==> src/rtl/multdiv_issue_ctrl_pkg.sv <==
// Shared types and default constants for the mul/div issue controller.
// MD_WATCHDOG_EN enables a BUSY-state watchdog that forces an exception writeback.
package multdiv_issue_ctrl_pkg;

    typedef enum logic [1:0] {
        ST_IDLE  = 2'd0,
        ST_START = 2'd1,
        ST_BUSY  = 2'd2,
        ST_DONE  = 2'd3
    } md_state_e;

    typedef enum logic {
        OP_MULT = 1'b0,
        OP_DIV  = 1'b1
    } md_op_e;

    localparam int unsigned MD_WIDTH          = 32;
    localparam int unsigned MD_REG_ADDR_W     = 5;
    localparam int unsigned MD_RSTATUS_REG    = 30;
    localparam int unsigned MD_MULT_EXC_CODE  = 4;
    localparam int unsigned MD_DIV_EXC_CODE   = 5;
    localparam int unsigned MD_TIMEOUT_CYCLES = 40;

    // Multiply wins when the decoder raises both requests.
    function automatic md_op_e sel_op(input logic start_mult);
        return start_mult ? OP_MULT : OP_DIV;
    endfunction

endpackage

==> src/rtl/multdiv_issue_ctrl_if.sv <==
// Bundle of X-stage request, multdiv handshake and writeback signals.
// master = the issue controller, slave = the surrounding pipeline/multdiv.
interface multdiv_issue_ctrl_if
    import multdiv_issue_ctrl_pkg::*;
#(
    parameter int unsigned WIDTH      = MD_WIDTH,
    parameter int unsigned REG_ADDR_W = MD_REG_ADDR_W
);
    logic                  start_mult;
    logic                  start_div;
    logic                  flush;
    logic [WIDTH-1:0]      opA;
    logic [WIDTH-1:0]      opB;
    logic [REG_ADDR_W-1:0] rd;
    logic [WIDTH-1:0]      md_operandA;
    logic [WIDTH-1:0]      md_operandB;
    logic                  ctrl_MULT;
    logic                  ctrl_DIV;
    logic [WIDTH-1:0]      data_result;
    logic                  data_exception;
    logic                  data_resultRDY;
    logic                  stall;
    logic                  wb_valid;
    logic [REG_ADDR_W-1:0] wb_rd;
    logic [WIDTH-1:0]      wb_data;
    logic                  wb_exception;

    modport master (
        input  start_mult, start_div, flush, opA, opB, rd,
        input  data_result, data_exception, data_resultRDY,
        output md_operandA, md_operandB, ctrl_MULT, ctrl_DIV,
        output stall, wb_valid, wb_rd, wb_data, wb_exception
    );

    modport slave (
        output start_mult, start_div, flush, opA, opB, rd,
        output data_result, data_exception, data_resultRDY,
        input  md_operandA, md_operandB, ctrl_MULT, ctrl_DIV,
        input  stall, wb_valid, wb_rd, wb_data, wb_exception
    );

endinterface

==> src/rtl/multdiv_issue_ctrl_md_operand_latch.sv <==
// Holds operands, destination register and op type of the accepted request
// so the multdiv sees stable inputs for the whole operation.
module multdiv_issue_ctrl_md_operand_latch
    import multdiv_issue_ctrl_pkg::*;
#(
    parameter int unsigned WIDTH      = MD_WIDTH,
    parameter int unsigned REG_ADDR_W = MD_REG_ADDR_W
) (
    input  logic                  clock,
    input  logic                  reset,
    input  logic                  en,
    input  logic [WIDTH-1:0]      op_a_i,
    input  logic [WIDTH-1:0]      op_b_i,
    input  logic [REG_ADDR_W-1:0] rd_i,
    input  md_op_e                op_i,
    output logic [WIDTH-1:0]      op_a_o,
    output logic [WIDTH-1:0]      op_b_o,
    output logic [REG_ADDR_W-1:0] rd_o,
    output md_op_e                op_o
);
    logic [WIDTH-1:0]      op_a_q, op_a_d;
    logic [WIDTH-1:0]      op_b_q, op_b_d;
    logic [REG_ADDR_W-1:0] rd_q,   rd_d;
    md_op_e                op_q,   op_d;

    always_comb begin
        // NOTE: hold-value defaults first so no path leaves a signal unassigned (no latch).
        op_a_d = op_a_q;
        op_b_d = op_b_q;
        rd_d   = rd_q;
        op_d   = op_q;
        if (en) begin
            op_a_d = op_a_i;
            op_b_d = op_b_i;
            rd_d   = rd_i;
            op_d   = op_i;
        end
    end

    // NOTE: sequential state uses non-blocking assignments only.
    always_ff @(posedge clock or posedge reset) begin
        if (reset) begin
            op_a_q <= '0;
            op_b_q <= '0;
            rd_q   <= '0;
            op_q   <= OP_MULT;
        end else begin
            op_a_q <= op_a_d;
            op_b_q <= op_b_d;
            rd_q   <= rd_d;
            op_q   <= op_d;
        end
    end

    assign op_a_o = op_a_q;
    assign op_b_o = op_b_q;
    assign rd_o   = rd_q;
    assign op_o   = op_q;

endmodule

==> src/rtl/multdiv_issue_ctrl.sv <==
// Execute-stage issue/stall controller for the multiplier and divider.
// Optional MD_WATCHDOG_EN: BUSY timeout after TIMEOUT_CYCLES yields an exception packet.
module multdiv_issue_ctrl
    import multdiv_issue_ctrl_pkg::*;
#(
    parameter int unsigned WIDTH         = MD_WIDTH,
    parameter int unsigned REG_ADDR_W    = MD_REG_ADDR_W,
    parameter int unsigned RSTATUS_REG   = MD_RSTATUS_REG,
    parameter int unsigned MULT_EXC_CODE = MD_MULT_EXC_CODE,
    parameter int unsigned DIV_EXC_CODE  = MD_DIV_EXC_CODE
`ifdef MD_WATCHDOG_EN
    ,parameter int unsigned TIMEOUT_CYCLES = MD_TIMEOUT_CYCLES
`endif
) (
    input  logic                  clock,
    input  logic                  reset,
    multdiv_issue_ctrl_if.master  md
);
    md_state_e             state_q, state_d;
    logic                  accept;
    logic                  capture;
    logic                  capture_exc;
    logic [WIDTH-1:0]      op_a_q, op_b_q;
    logic [REG_ADDR_W-1:0] rd_q;
    md_op_e                op_q;
    logic [REG_ADDR_W-1:0] wb_rd_q, wb_rd_d;
    logic [WIDTH-1:0]      wb_data_q, wb_data_d;
    logic                  wb_exc_q, wb_exc_d;
    logic [WIDTH-1:0]      exc_code;

    multdiv_issue_ctrl_md_operand_latch #(
        .WIDTH      (WIDTH),
        .REG_ADDR_W (REG_ADDR_W)
    ) u_latch (
        .clock  (clock),
        .reset  (reset),
        .en     (accept),
        .op_a_i (md.opA),
        .op_b_i (md.opB),
        .rd_i   (md.rd),
        .op_i   (sel_op(md.start_mult)),
        .op_a_o (op_a_q),
        .op_b_o (op_b_q),
        .rd_o   (rd_q),
        .op_o   (op_q)
    );

    assign exc_code = (op_q == OP_MULT) ? WIDTH'(MULT_EXC_CODE) : WIDTH'(DIV_EXC_CODE);

`ifdef MD_WATCHDOG_EN
    localparam int unsigned WD_W = $clog2(TIMEOUT_CYCLES + 1);
    logic [WD_W-1:0] wd_cnt_q, wd_cnt_d;
    logic            wd_expired;

    // Counter value equals BUSY cycles already spent; expiry on the last allowed one.
    assign wd_expired = (wd_cnt_q == WD_W'(TIMEOUT_CYCLES - 1));

    always_comb begin
        wd_cnt_d = wd_cnt_q;
        if (state_q == ST_START)     wd_cnt_d = '0;
        else if (state_q == ST_BUSY) wd_cnt_d = wd_cnt_q + WD_W'(1);
    end

    always_ff @(posedge clock or posedge reset) begin
        if (reset) wd_cnt_q <= '0;
        else       wd_cnt_q <= wd_cnt_d;
    end
`endif

    always_comb begin
        state_d     = state_q;
        accept      = 1'b0;
        capture     = 1'b0;
        capture_exc = 1'b0;
        wb_rd_d     = wb_rd_q;
        wb_data_d   = wb_data_q;
        wb_exc_d    = wb_exc_q;
        unique case (state_q)
            ST_IDLE: begin
                if ((md.start_mult || md.start_div) && !md.flush) begin
                    accept  = 1'b1;
                    state_d = ST_START;
                end
            end
            // resultRDY seen here still belongs to the previous operation.
            ST_START: state_d = md.flush ? ST_IDLE : ST_BUSY;
            ST_BUSY: begin
                if (md.flush) begin
                    state_d = ST_IDLE;
                end else if (md.data_resultRDY) begin
                    capture     = 1'b1;
                    capture_exc = md.data_exception;
`ifdef MD_WATCHDOG_EN
                end else if (wd_expired) begin
                    capture     = 1'b1;
                    capture_exc = 1'b1;
`endif
                end
            end
            ST_DONE: state_d = ST_IDLE;
            default: state_d = ST_IDLE;
        endcase
        if (capture) begin
            state_d   = ST_DONE;
            wb_exc_d  = capture_exc;
            wb_rd_d   = capture_exc ? REG_ADDR_W'(RSTATUS_REG) : rd_q;
            wb_data_d = capture_exc ? exc_code : md.data_result;
        end
    end

    always_ff @(posedge clock or posedge reset) begin
        if (reset) begin
            state_q   <= ST_IDLE;
            wb_rd_q   <= '0;
            wb_data_q <= '0;
            wb_exc_q  <= 1'b0;
        end else begin
            state_q   <= state_d;
            wb_rd_q   <= wb_rd_d;
            wb_data_q <= wb_data_d;
            wb_exc_q  <= wb_exc_d;
        end
    end

    assign md.md_operandA  = op_a_q;
    assign md.md_operandB  = op_b_q;
    assign md.ctrl_MULT    = (state_q == ST_START) && (op_q == OP_MULT);
    assign md.ctrl_DIV     = (state_q == ST_START) && (op_q == OP_DIV);
    assign md.stall        = accept || (state_q == ST_START) || (state_q == ST_BUSY);
    assign md.wb_valid     = (state_q == ST_DONE);
    assign md.wb_rd        = (state_q == ST_DONE) ? wb_rd_q   : '0;
    assign md.wb_data      = (state_q == ST_DONE) ? wb_data_q : '0;
    assign md.wb_exception = (state_q == ST_DONE) && wb_exc_q;

endmodule

==> src/flat_wrapper.sv <==
// flat-port wrapper written by rule: the top's interface ports become plain ports
module multdiv_issue_ctrl_flat import multdiv_issue_ctrl_pkg::*;
#(
    parameter int unsigned WIDTH         = MD_WIDTH,
    parameter int unsigned REG_ADDR_W    = MD_REG_ADDR_W,
    parameter int unsigned RSTATUS_REG   = MD_RSTATUS_REG,
    parameter int unsigned MULT_EXC_CODE = MD_MULT_EXC_CODE,
    parameter int unsigned DIV_EXC_CODE  = MD_DIV_EXC_CODE

)
  (clock, reset, md_start_mult, md_start_div, md_flush, md_opA, md_opB, md_rd, md_data_result, md_data_exception, md_data_resultRDY, md_md_operandA, md_md_operandB, md_ctrl_MULT, md_ctrl_DIV, md_stall, md_wb_valid, md_wb_rd, md_wb_data, md_wb_exception);
  multdiv_issue_ctrl_if #(.WIDTH(WIDTH), .REG_ADDR_W(REG_ADDR_W)) md_i ();
  input  logic clock;
  input  logic reset;
  input wire logic [$bits(md_i.start_mult)-1:0] md_start_mult;
  input wire logic [$bits(md_i.start_div)-1:0] md_start_div;
  input wire logic [$bits(md_i.flush)-1:0] md_flush;
  input wire logic [$bits(md_i.opA)-1:0] md_opA;
  input wire logic [$bits(md_i.opB)-1:0] md_opB;
  input wire logic [$bits(md_i.rd)-1:0] md_rd;
  input wire logic [$bits(md_i.data_result)-1:0] md_data_result;
  input wire logic [$bits(md_i.data_exception)-1:0] md_data_exception;
  input wire logic [$bits(md_i.data_resultRDY)-1:0] md_data_resultRDY;
  output wire logic [$bits(md_i.md_operandA)-1:0] md_md_operandA;
  output wire logic [$bits(md_i.md_operandB)-1:0] md_md_operandB;
  output wire logic [$bits(md_i.ctrl_MULT)-1:0] md_ctrl_MULT;
  output wire logic [$bits(md_i.ctrl_DIV)-1:0] md_ctrl_DIV;
  output wire logic [$bits(md_i.stall)-1:0] md_stall;
  output wire logic [$bits(md_i.wb_valid)-1:0] md_wb_valid;
  output wire logic [$bits(md_i.wb_rd)-1:0] md_wb_rd;
  output wire logic [$bits(md_i.wb_data)-1:0] md_wb_data;
  output wire logic [$bits(md_i.wb_exception)-1:0] md_wb_exception;
  assign md_i.start_mult = md_start_mult;
  assign md_i.start_div = md_start_div;
  assign md_i.flush = md_flush;
  assign md_i.opA = md_opA;
  assign md_i.opB = md_opB;
  assign md_i.rd = md_rd;
  assign md_i.data_result = md_data_result;
  assign md_i.data_exception = md_data_exception;
  assign md_i.data_resultRDY = md_data_resultRDY;
  assign md_md_operandA = md_i.md_operandA;
  assign md_md_operandB = md_i.md_operandB;
  assign md_ctrl_MULT = md_i.ctrl_MULT;
  assign md_ctrl_DIV = md_i.ctrl_DIV;
  assign md_stall = md_i.stall;
  assign md_wb_valid = md_i.wb_valid;
  assign md_wb_rd = md_i.wb_rd;
  assign md_wb_data = md_i.wb_data;
  assign md_wb_exception = md_i.wb_exception;
  multdiv_issue_ctrl #(.WIDTH(WIDTH), .REG_ADDR_W(REG_ADDR_W), .RSTATUS_REG(RSTATUS_REG), .MULT_EXC_CODE(MULT_EXC_CODE), .DIV_EXC_CODE(DIV_EXC_CODE)) u_core (.clock(clock), .reset(reset), .md(md_i));
endmodule
==> config.mk <==
export PLATFORM = sky130hd
export DESIGN_NAME = multdiv_issue_ctrl_flat
export DESIGN_NICKNAME = d
export VERILOG_FILES = /design/src/rtl/multdiv_issue_ctrl_pkg.sv /design/src/rtl/multdiv_issue_ctrl_if.sv /design/src/rtl/multdiv_issue_ctrl_md_operand_latch.sv /design/src/rtl/multdiv_issue_ctrl.sv /design/src/flat_wrapper.sv
export SDC_FILE = /design/constraint.sdc
export NUM_CORES = 1
export LEC_CHECK = 0
export CORE_MARGIN = 2
export CORE_UTILIZATION = 43
export CTS_BUF_LIST = sky130_fd_sc_hd__clkbuf_4
export DETAILED_ROUTE_END_ITERATION = 8
export GPL_TIMING_DRIVEN = 0
export PLACE_DENSITY = 0.83
export REMOVE_ABC_BUFFERS = 1
export SYNTH_ARGS = -nofsm -noshare
export SYNTH_HDL_FRONTEND = slang
export SYNTH_SLANG_ARGS = --single-unit
==> constraint.sdc <==
create_clock -name clock -period 4.6 [get_ports clock]
set_input_delay 0.46 -clock clock [delete_from_list [all_inputs] [get_ports clock]]
set_output_delay 0.46 -clock clock [all_outputs]
set_load 0.05 [all_outputs]
==> out/results.ini, run 1 <==
[status]
status=completed

[place]
dpl-instance-area_mm2=0.006888
port_buffers=213
pre_cts_ws_ps=1762
gp_congestion=0.7497
dp_hpwl_um=8806

[grt]
antenna_found_initial=0
grt_pass1_vias=3835
grt_pass1_wl_um=19120
grt_max_degree=70
grt_use_met3_pct=9.927
grt_usage_pct=21.46
groute.layer.met1.usage_pct=24.21
grt-busiest-layer=met2
grt-ovfl-total=0
grt_use_met2_pct=35.18

[clock_network]
clock-sinks=110
cts_hold_buf=0
clk-insertion-delay-late_ps=450
clk_pin_slew_worst_paths_ps=180
cts_tree=yes
htreeDepth=3
cts-resized-gates=0
post-cts-setup-buffers=0
clk_path_buf_depth=2
root_buffer=clkbuf_4
numCtsBuffers=9

[cells_and_area]
area_delta_synth_final_pct=51.93
n_antenna_cell=0
fillers=775
fin_area_mm2=0.007003
fin_nets=685
drive_gt1_share_pct=4.475

[setup_path]
r2r-start=u_core.state_q[0]$_DFFE_PP0P_
path_cells=nor3b_1, clkdlybuf4s50_1
crit_path_start_kind=flop
critPathMaxFanout=46
worst_ep_required_time_ps=4140
cp-end-kind=output port
critPathKind=flop to output port
arrival_ps=2830
r2r-end=u_core.u_latch.op_a_o[1]$_DFFE_PP0P_
cpMaxStageDelayCell=dfrtp_1
slowest_delay_ps=1220
cp_top_family=flip-flops
worst-path-buf-inv=1
ff2ff_path_depth=4
worst-r2r-setup-slack_ps=1880

[logic_synthesis]
yosys.area_share.simple_pct=14.47
synth-seq-cells=110
synth_compound_area_share_pct=4.343
synth_edf_count=0
yosys_warnings=0
synth_top_family_by_area=multiplexers
yosysSeqAreaShare_pct=59.72
avgSynthCellArea_um2=12.29
synthXorXnorAreaFrac_pct=0.1900
synth-main-ff-cell=dfrtp_1
synthAdderAreaFrac_pct=0
synth_area_mm2=0.004609
async_flop_share_pct=100.0
yosysUniqueCellTypes=20
synth_cells=375
synth_mux_area_share_pct=17.54

[pwr]
finalPower_mw=3.576
ir_drop_mv=0.4041
swShare_pct=43.26
seqPwrFrac_pct=41.9
power_frac_comb_pct=46.1
internal_power_mw=2.029
switchingPower_mw=1.547
p_leak_nw=3.022
pwr-share-clk_pct=12.0
power_density_mw_per_mm2=510.6

[die]
ios=214
die_h_um=107.5
start_util_pct=44.45
core-area_mm2=0.01037
die_area_mm2=0.01156
rows=37
dieWidth_um=107.5

[sta]
final-setup-viol-count=0
relSlewSlack_pct=15.71
setup_slack_ps=1312
max_freq_ghz=0.3041
hold_viol_final=0
finalCritPeriodShare_pct=71.48
setup_tns_ps=0
tightest_slew_ps=1264
rsz0062_at_grt=false
slew_viol_final=0
final.setup_skew_ps=14.27
min_period_ps=3288

[routing]
wire_per_inst_um=16.71
dr.pass1.iters=6
wl_um=11980
vias=3526
drt_iter0_drc=153
drc=0
ant_nets=0
viasPerCell=4.918

[run]
cap_violations=0

[min_path]
min_path_type=primary input to asynchronous set/reset pin

## power groups by stage
stage / clock (mW) / sequential [mW] / combinational, mW
floorplan: 0 / 2.12 / 0.386
global placement: 0 / 1.49 / 1.62
detailed placement: 0 / 1.52 / 1.66
CTS: 0.451 / 1.50 / 1.67
global route: 0.480 / 1.55 / 1.74
finish: 0.431 / 1.50 / 1.65
## cell type report
type | count | area (um2) | share of cell area, %
clock inverters | 6 | 46.29 | 0.6611
flip-flops and latches | 110 | 2754 | 39.32
inverters | 2 | 10.01 | 0.1429
clock buffers | 9 | 67.56 | 0.9648
multi-input cells | 234 | 1700 | 24.28
well taps | 136 | 170.2 | 2.430
repair buffers | 220 | 2255 | 32.20
## cells in the mapped netlist (2+ instances only)
| cell | count | area (um2) |
|---|---|---|
| dfrtp_1 | 110 | 2753 |
| buf_2 | 3 | 15.01 |
| buf_6 | 7 | 78.83 |
| nor3b_1 | 2 | 15.01 |
| nor2_1 | 9 | 33.78 |
| nand2b_1 | 31 | 193.9 |
| mux2i_1 | 2 | 20.02 |
| nand2_1 | 38 | 142.6 |
| mux2_1 | 70 | 788.3 |
| inv_1 | 2 | 7.510 |
| buf_1 | 5 | 18.77 |
| o21a_1 | 2 | 15.01 |
| clkbuf_1 | 14 | 52.55 |
| and3_1 | 38 | 237.7 |
| o21ai_1 | 37 | 185.2 |
## kinds of logic after synthesis
family / Yosys count
AO/OA/AOI/OAI: 39
XOR/XNOR: 1
buffers and inverters: 31
AND/OR/NAND/NOR: 122
flip-flops: 110
multiplexers: 72
## metrics by stage
step | utilization [%] | hold WS [ps] | std cells
4_1_cts | 67.52 | 398.2 | 717
6_report | 67.53 | 423.4 | 717
3_3_place_gp | 65.06 | 460.8 | 695
2_1_floorplan | - | 447.4 | 346
5_1_grt | 67.53 | 445.3 | 717
3_5_place_dp | 66.42 | 468.5 | 702
## metal layers
metal  vias to the layer above  routed length (um)
li1                       1666                   -
met1                      1696                4525
met2                       148                5788
met3                        16                1443
met4                         0                 225
met5                         -                   0
## worst max-delay path by stage
stage               slack, ps                     startpoint  depth (start not counted)                                    to
global route             1050  u_core.state_q[0]$_DFFE_PP0P_                          4                              md_stall
global placement         -320                          reset                          2      u_core.wb_data_q[27]$_DFFE_PP0P_
detailed placement       1760  u_core.state_q[1]$_DFFE_PP0P_                          2                           md_wb_rd[3]
floorplan                 920  u_core.state_q[1]$_DFFE_PP0P_                          2  u_core.u_latch.op_a_o[0]$_DFFE_PP0P_
finish                   1310  u_core.state_q[0]$_DFFE_PP0P_                          2                          md_ctrl_MULT
CTS                      1210  u_core.state_q[1]$_DFFE_PP0P_                          2                           md_wb_rd[3]
## placed cells by master (no fill, tap or decap)
master,Yosys,layout
and2_1,1,1
and3_1,38,38
buf_16,0,2
buf_6,7,2
buf_8,0,3
clkbuf_4,0,9
clkdlybuf4s50_1,0,213
clkinv_2,0,1
clkinv_4,0,1
clkinvlp_4,0,2
dfrtp_1,110,109
dfrtp_2,0,1
inv_1,2,1
inv_4,0,1
inv_6,0,2
mux2_1,70,70
mux2i_1,2,2
nand2_1,38,38
nand2b_1,31,31
nand4bb_4,0,1
nor2_1,9,9
nor3_1,1,1
nor3b_1,2,2
nor4_4,1,1
o21a_1,2,2
o21ai_1,37,37
xnor2_1,1,1
## state kept, by name, indices dropped and copies added (netlist names)
register               cells
u_core.state_q             2
u_core.u_latch.op_a_o     32
u_core.u_latch.op_b_o     32
u_core.u_latch.op_o        1
u_core.u_latch.rd_o        5
u_core.wb_data_q          32
u_core.wb_exc_q            1
u_core.wb_rd_q             5
No activity file was read; power rests on OpenSTA's default activity.
==> run 2: changes to the inputs <==
- clock period: 4.6 -> 3.2 ns (I/O delays scaled with it)
==> run 2 against run 1 <==
Compared with the run above:
- non-clock buffer count unchanged
- register-to-register slack worse by 1100 ps
- clock-buffer cell count unchanged
- critical endpoint is now md_wb_rd[3]
- largest power group unchanged
==> out/results.ini, run 2 (synthesized netlist as in run 1, its figures left out) <==
[routing]
ant_nets=0  ; unchanged
drc=0  ; unchanged
top_layer_used=met4  ; unchanged
drt_iter0_drc=153  ; unchanged
dr.pass1.iters=6  ; unchanged
met1_length_um=4525  ; unchanged
wl_um=11980  ; unchanged
met3WireLength_um=1443  ; unchanged
vias=3526  ; unchanged
viasPerCell=4.918  ; unchanged
dr_wl_met2_um=5788  ; unchanged
wire_per_inst_um=16.71  ; unchanged

[min_path]
min_path_type=primary input to asynchronous set/reset pin  ; unchanged

[die]
start_util_pct=44.45  ; unchanged
die_h_um=107.5  ; unchanged
ios=214  ; unchanged
dieWidth_um=107.5  ; unchanged
core-area_mm2=0.01037  ; unchanged
rows=37  ; unchanged
die_area_mm2=0.01156  ; unchanged

[clock_network]
cts_tree=yes  ; unchanged
root_buffer=clkbuf_4  ; unchanged
clk-insertion-delay-late_ps=450  ; about the same
post-cts-setup-buffers=0  ; unchanged
clock-sinks=110  ; unchanged
clk_path_buf_depth=2  ; unchanged
clk_pin_slew_worst_paths_ps=180  ; about the same
htreeDepth=3  ; unchanged
numCtsBuffers=9  ; unchanged

[run]
cap_violations=0  ; unchanged

[sta]
final.setup_skew_ps=14.27  ; about the same
tightest_slew_ps=1179  ; was 1264 ps
hold_viol_final=0  ; unchanged
final-setup-viol-count=0  ; unchanged
relSlewSlack_pct=21.13  ; was 15.71%
min_period_ps=2779
rsz0062_at_grt=false  ; unchanged
slew_viol_final=0  ; unchanged
finalCritPeriodShare_pct=86.85
hold_slack_ps=283.4  ; was 423.4 ps
max_freq_ghz=0.3598

[status]
status=completed  ; unchanged

[pwr]
seqPwrFrac_pct=41.9  ; about the same
power_frac_comb_pct=46.1  ; about the same
switchingPower_mw=2.224  ; was 1.547 mW
swShare_pct=43.26  ; about the same
p_leak_nw=3.021  ; was 3.022 nW
internal_power_mw=2.917  ; was 2.029 mW
pwr-share-clk_pct=12.0  ; about the same
power_density_mw_per_mm2=733.9  ; was 510.6 mW/mm2
ir_drop_mv=0.5809  ; was 0.4041 mV

[place]
dpl.cell_count=702  ; unchanged
gp_congestion=0.7497  ; unchanged
port_buffers=213  ; unchanged
dp_hpwl_um=8806  ; unchanged

[setup_path]
path_cells=and3_1, clkdlybuf4s50_1  ; was nor3b_1, clkdlybuf4s50_1
cpMaxStageDelayCell=dfrtp_2  ; was dfrtp_1
critPathMaxFanout=47  ; was 46
cp-end-kind=output port  ; unchanged
critPathKind=flop to output port  ; unchanged
arrival_ps=2460  ; was 2830 ps
crit_path_start_kind=flop  ; unchanged
slowest_delay_ps=890  ; was 1220 ps
worst_ep_required_time_ps=2880  ; was 4140 ps

[grt]
grt_pass1_vias=3835  ; unchanged
grt-ovfl-total=0  ; unchanged
grt_max_degree=70  ; unchanged
antenna_found_initial=0  ; unchanged
grt_usage_pct=21.46  ; unchanged
grt_pass1_wl_um=19120  ; unchanged

[cells_and_area]
fin_nets=685  ; unchanged
fillers=774  ; was 775
final_cell_mix=clkdlybuf4s50_1, dfrtp_1, mux2_1  ; unchanged
n_antenna_cell=0  ; unchanged
finish.utilization_pct=67.54  ; was 67.53%
drive_gt1_share_pct=4.647  ; was 4.475%
area_delta_synth_final_pct=51.95  ; was 51.93%
stdcell_count=717  ; unchanged
final_common_cell=clkdlybuf4s50_1  ; unchanged

[run 2: through the flow]
step	setup slack, ps	setup TNS, ps	total power, mW	instance area, um2
after detailed placement	442.4	0	4.562	6888
after global placement	-1643	-333480	4.461	6746
final	420.7	0	5.140	7004
after floorplan	-475.6	-35980	3.596	4444
after CTS	20.34	0	5.194	7003
after global routing	227.2	0	5.416	7004
[run 2: path summary, 6_finish.rpt]
kind,startpoint,end,slack (ps),cells past startpoint
setup / recovery,u_core.state_q[1]$_DFFE_PP0P_,md_wb_rd[3],420,2
hold / removal,reset,u_core.u_latch.op_a_o[0]$_DFFE_PP0P_,280,2
setup reg to reg,u_core.state_q[1]$_DFFE_PP0P_,u_core.u_latch.op_a_o[1]$_DFFE_PP0P_,770,4
hold reg to reg,u_core.wb_data_q[20]$_DFFE_PP0P_,u_core.wb_data_q[20]$_DFFE_PP0P_,500,2
max in group asynchronous,reset,u_core.state_q[1]$_DFFE_PP0P_,2180,3
min in group clock,md_data_result[11],u_core.wb_data_q[11]$_DFFE_PP0P_,410,3
[run 2: worst max-delay path: cells and delay by family, from the launching register on]
family	cells	cell delay (ps)
flip-flops	1	890
buffers and inverters	1	830
AND/OR/NAND/NOR	1	280
[run 2: repair_timing]
action / 4_1_cts / 5_1_grt
hold buffers: 0 / 0
endpoints found under the setup margin: 13 / 42
resized for setup: 1 / 1
[run 2: layer usage]
| metal | up-vias | global-route usage (%) |
|---|---|---|
| met4 | 0 | 8.791 |
| met1 | 1696 | 24.21 |
| met5 | - | 0 |
| li1 | 1666 | - |
| met2 | 148 | 35.18 |
| met3 | 16 | 9.927 |
[run 2: layout make-up]
cell class / count / area (um2) / share of cell area, %
tap: 136 / 170.2 / 2.429
timing repair buffer: 220 / 2255 / 32.19
multi-input combinational: 234 / 1700 / 24.28
sequential: 110 / 2755 / 39.34
clock inverter: 6 / 46.29 / 0.6610
clock buffer: 9 / 67.56 / 0.9646
inverter: 2 / 10.01 / 0.1429
[run 2: power groups by stage]
stage | Sequential, mW | Clock [mW] | Combinational, mW
after CTS | 2.15 | 0.648 | 2.39
after floorplan | 3.04 | 0 | 0.554
after global routing | 2.22 | 0.690 | 2.50
after detailed placement | 2.18 | 0 | 2.38
after global placement | 2.14 | 0 | 2.32
final | 2.15 | 0.619 | 2.37
==> run 3: changes to the inputs <==
- CORE_MARGIN: 2 -> default
==> run 3 against run 2 <==
Compared with the run above:
- critical path depth did not move
- worst hold slack gained 92 ps
- critical path type unchanged
- maximum frequency up 1.2%
- clock power increased by 8.4%
- global-route usage about the same
- utilization rose by 0.072 points
- largest cell class unchanged
- sequential cell count stayed put
- critical endpoint is now md_wb_rd[1]
- register-to-register slack lost 160 ps
==> out/results.ini, run 3 (synthesized netlist as in run 1, its figures left out) <==
[routing]
wl_um=11620  ; was 11,980 um
dr_wl_met2_um=5630  ; was 5788 um
drt_iter0_drc=143  ; was 153
top_layer_used=met4  ; unchanged
drc=0  ; unchanged
met3WireLength_um=1344  ; was 1443 um
vias=3518  ; was 3,526
viasPerCell=4.900  ; was 4.918
dr.pass1.iters=4  ; was 6
ant_nets=0  ; unchanged
wire_per_inst_um=16.18  ; was 16.71 um
met1_length_um=4532  ; was 4525 um

[sta]
finalCritPeriodShare_pct=85.85  ; was 86.85%
max_freq_ghz=0.3640  ; was 0.3598 GHz
relSlewSlack_pct=23.96  ; was 21.13%
tightest_slew_ps=1137  ; was 1179 ps
hold_slack_ps=375.9  ; was 283.4 ps
rsz0062_at_grt=false  ; unchanged
setup_slack_ps=452.6  ; was 420.7 ps
min_period_ps=2747  ; was 2779 ps
hold_viol_final=0  ; unchanged
final.setup_skew_ps=11.22  ; was 14.27 ps
setup_tns_ps=0  ; unchanged
slew_viol_final=0  ; unchanged
final-setup-viol-count=0  ; unchanged

[grt]
grt_usage_pct=21.45  ; was 21.46%
antenna_found_initial=0  ; unchanged
grt_max_degree=66  ; was 70
grt_pass1_wl_um=18680  ; was 19,120 um
grt-ovfl-total=0  ; unchanged
grt_pass1_vias=3689  ; was 3,835

[die]
rows=37  ; unchanged
ios=214  ; unchanged
dieWidth_um=105.5  ; was 107.5 um
die_area_mm2=0.01114  ; was 0.01156 mm2
start_util_pct=44.45  ; unchanged
core-area_mm2=0.01037  ; unchanged
die_h_um=105.5  ; was 107.5 um

[clock_network]
htreeDepth=3  ; unchanged
numCtsBuffers=9  ; unchanged
cts_tree=yes  ; unchanged
clk_path_buf_depth=2  ; unchanged
clk_pin_slew_worst_paths_ps=160  ; was 180 ps
cts_hold_buf=0  ; unchanged
post-cts-setup-buffers=0  ; unchanged
clk-insertion-delay-late_ps=430  ; was 450 ps
clock-sinks=110  ; unchanged
cts-resized-gates=1  ; unchanged
root_buffer=clkbuf_4  ; unchanged

[setup_path]
crit_path_start_kind=flop  ; unchanged
worst_ep_required_time_ps=2880  ; about the same
cp-end-kind=output port  ; unchanged
critPathMaxFanout=47  ; unchanged
arrival_ps=2430  ; was 2460 ps
critPathKind=flop to output port  ; unchanged

[pwr]
ir_drop_mv=0.5498  ; was 0.5809 mV
p_leak_nw=3.022  ; was 3.021 nW
power_density_mw_per_mm2=739.5  ; was 733.9 mW/mm2

[place]
pre_cts_ws_ps=248.8  ; was 442.4 ps
gp_congestion=0.7969  ; was 0.7497
port_buffers=213  ; unchanged
dp_hpwl_um=8374  ; was 8806 um
dpl.cell_count=702  ; unchanged

[cells_and_area]
final_cell_mix=clkdlybuf4s50_1, dfrtp_1, mux2_1  ; unchanged
fin_nets=685  ; unchanged
final_common_cell=clkdlybuf4s50_1  ; unchanged
n_antenna_cell=0  ; unchanged
stdcell_count=718  ; was 717
area_delta_synth_final_pct=52.12  ; was 51.95%
drive_gt1_share_pct=4.296  ; was 4.647%

[min_path]
min_path_type=primary input to asynchronous set/reset pin  ; unchanged

[status]
status=completed  ; unchanged

[run]
cap_violations=0  ; unchanged

## run 3: cell types whose count changed in the layout (fill, tap and decap cells not counted), sizes merged
cell	change
bufinv	+1
clkinv	+2
inv	-2
## run 3: cell type report
| cell class | count | area (um2) |
|---|---|---|
| clock buffer | 9 | 67.56 |
| tap | 136 | 170.2 |
| timing repair buffer | 220 | 2243 |
| multi-input combinational | 234 | 1700 |
| inverter | 2 | 10.01 |
| fill | 766 | 3358 |
| clock inverter | 7 | 65.06 |
| sequential | 110 | 2755 |
## run 3: per-layer routing
layer  up-vias  global-route usage, %
li1       1671                      -
met1      1688                  25.39
met2       147                  35.76
met3        12                  9.400
met4         0                  5.456
met5         -                      0
## run 3: report_power, final
group	internal, mW	total (mW)	switching, mW
sequential	1.87	2.16	0.290
clock	0.233	0.671	0.438
combinational	0.888	2.36	1.47
total	2.99	5.19	2.20
## run 3: critical path, stage by stage, from the launching register on
cell and delay [ps]:
dfrtp_2 890, and3_1 280, clkdlybuf4s50_1 830
## run 3: worst paths after layout
kind,start,endpoint,slack (ps),cells past startpoint
hold reg to reg,u_core.wb_data_q[30]$_DFFE_PP0P_,u_core.wb_data_q[30]$_DFFE_PP0P_,500,2
min in group clock,md_data_result[13],u_core.wb_data_q[13]$_DFFE_PP0P_,420,3
max in group asynchronous,reset,u_core.state_q[1]$_DFFE_PP0P_,2120,3
setup reg to reg,u_core.state_q[1]$_DFFE_PP0P_,u_core.u_latch.op_b_o[21]$_DFFE_PP0P_,610,4
hold / removal,reset,u_core.u_latch.op_b_o[29]$_DFFE_PP0P_,380,2
setup / recovery,u_core.state_q[1]$_DFFE_PP0P_,md_wb_rd[1],450,2
## run 3: metrics by stage
| step | area [um2] | total power, mW | util [%] |
|---|---|---|---|
| global placement | 6746 | 4.460 | 65.06 |
| global route | 7012 | 5.453 | 67.62 |
| floorplan | 4444 | 3.596 | - |
| detailed placement | 6877 | 4.555 | 66.31 |
| finish | 7012 | 5.185 | 67.62 |
| CTS | 7010 | 5.238 | 67.60 |
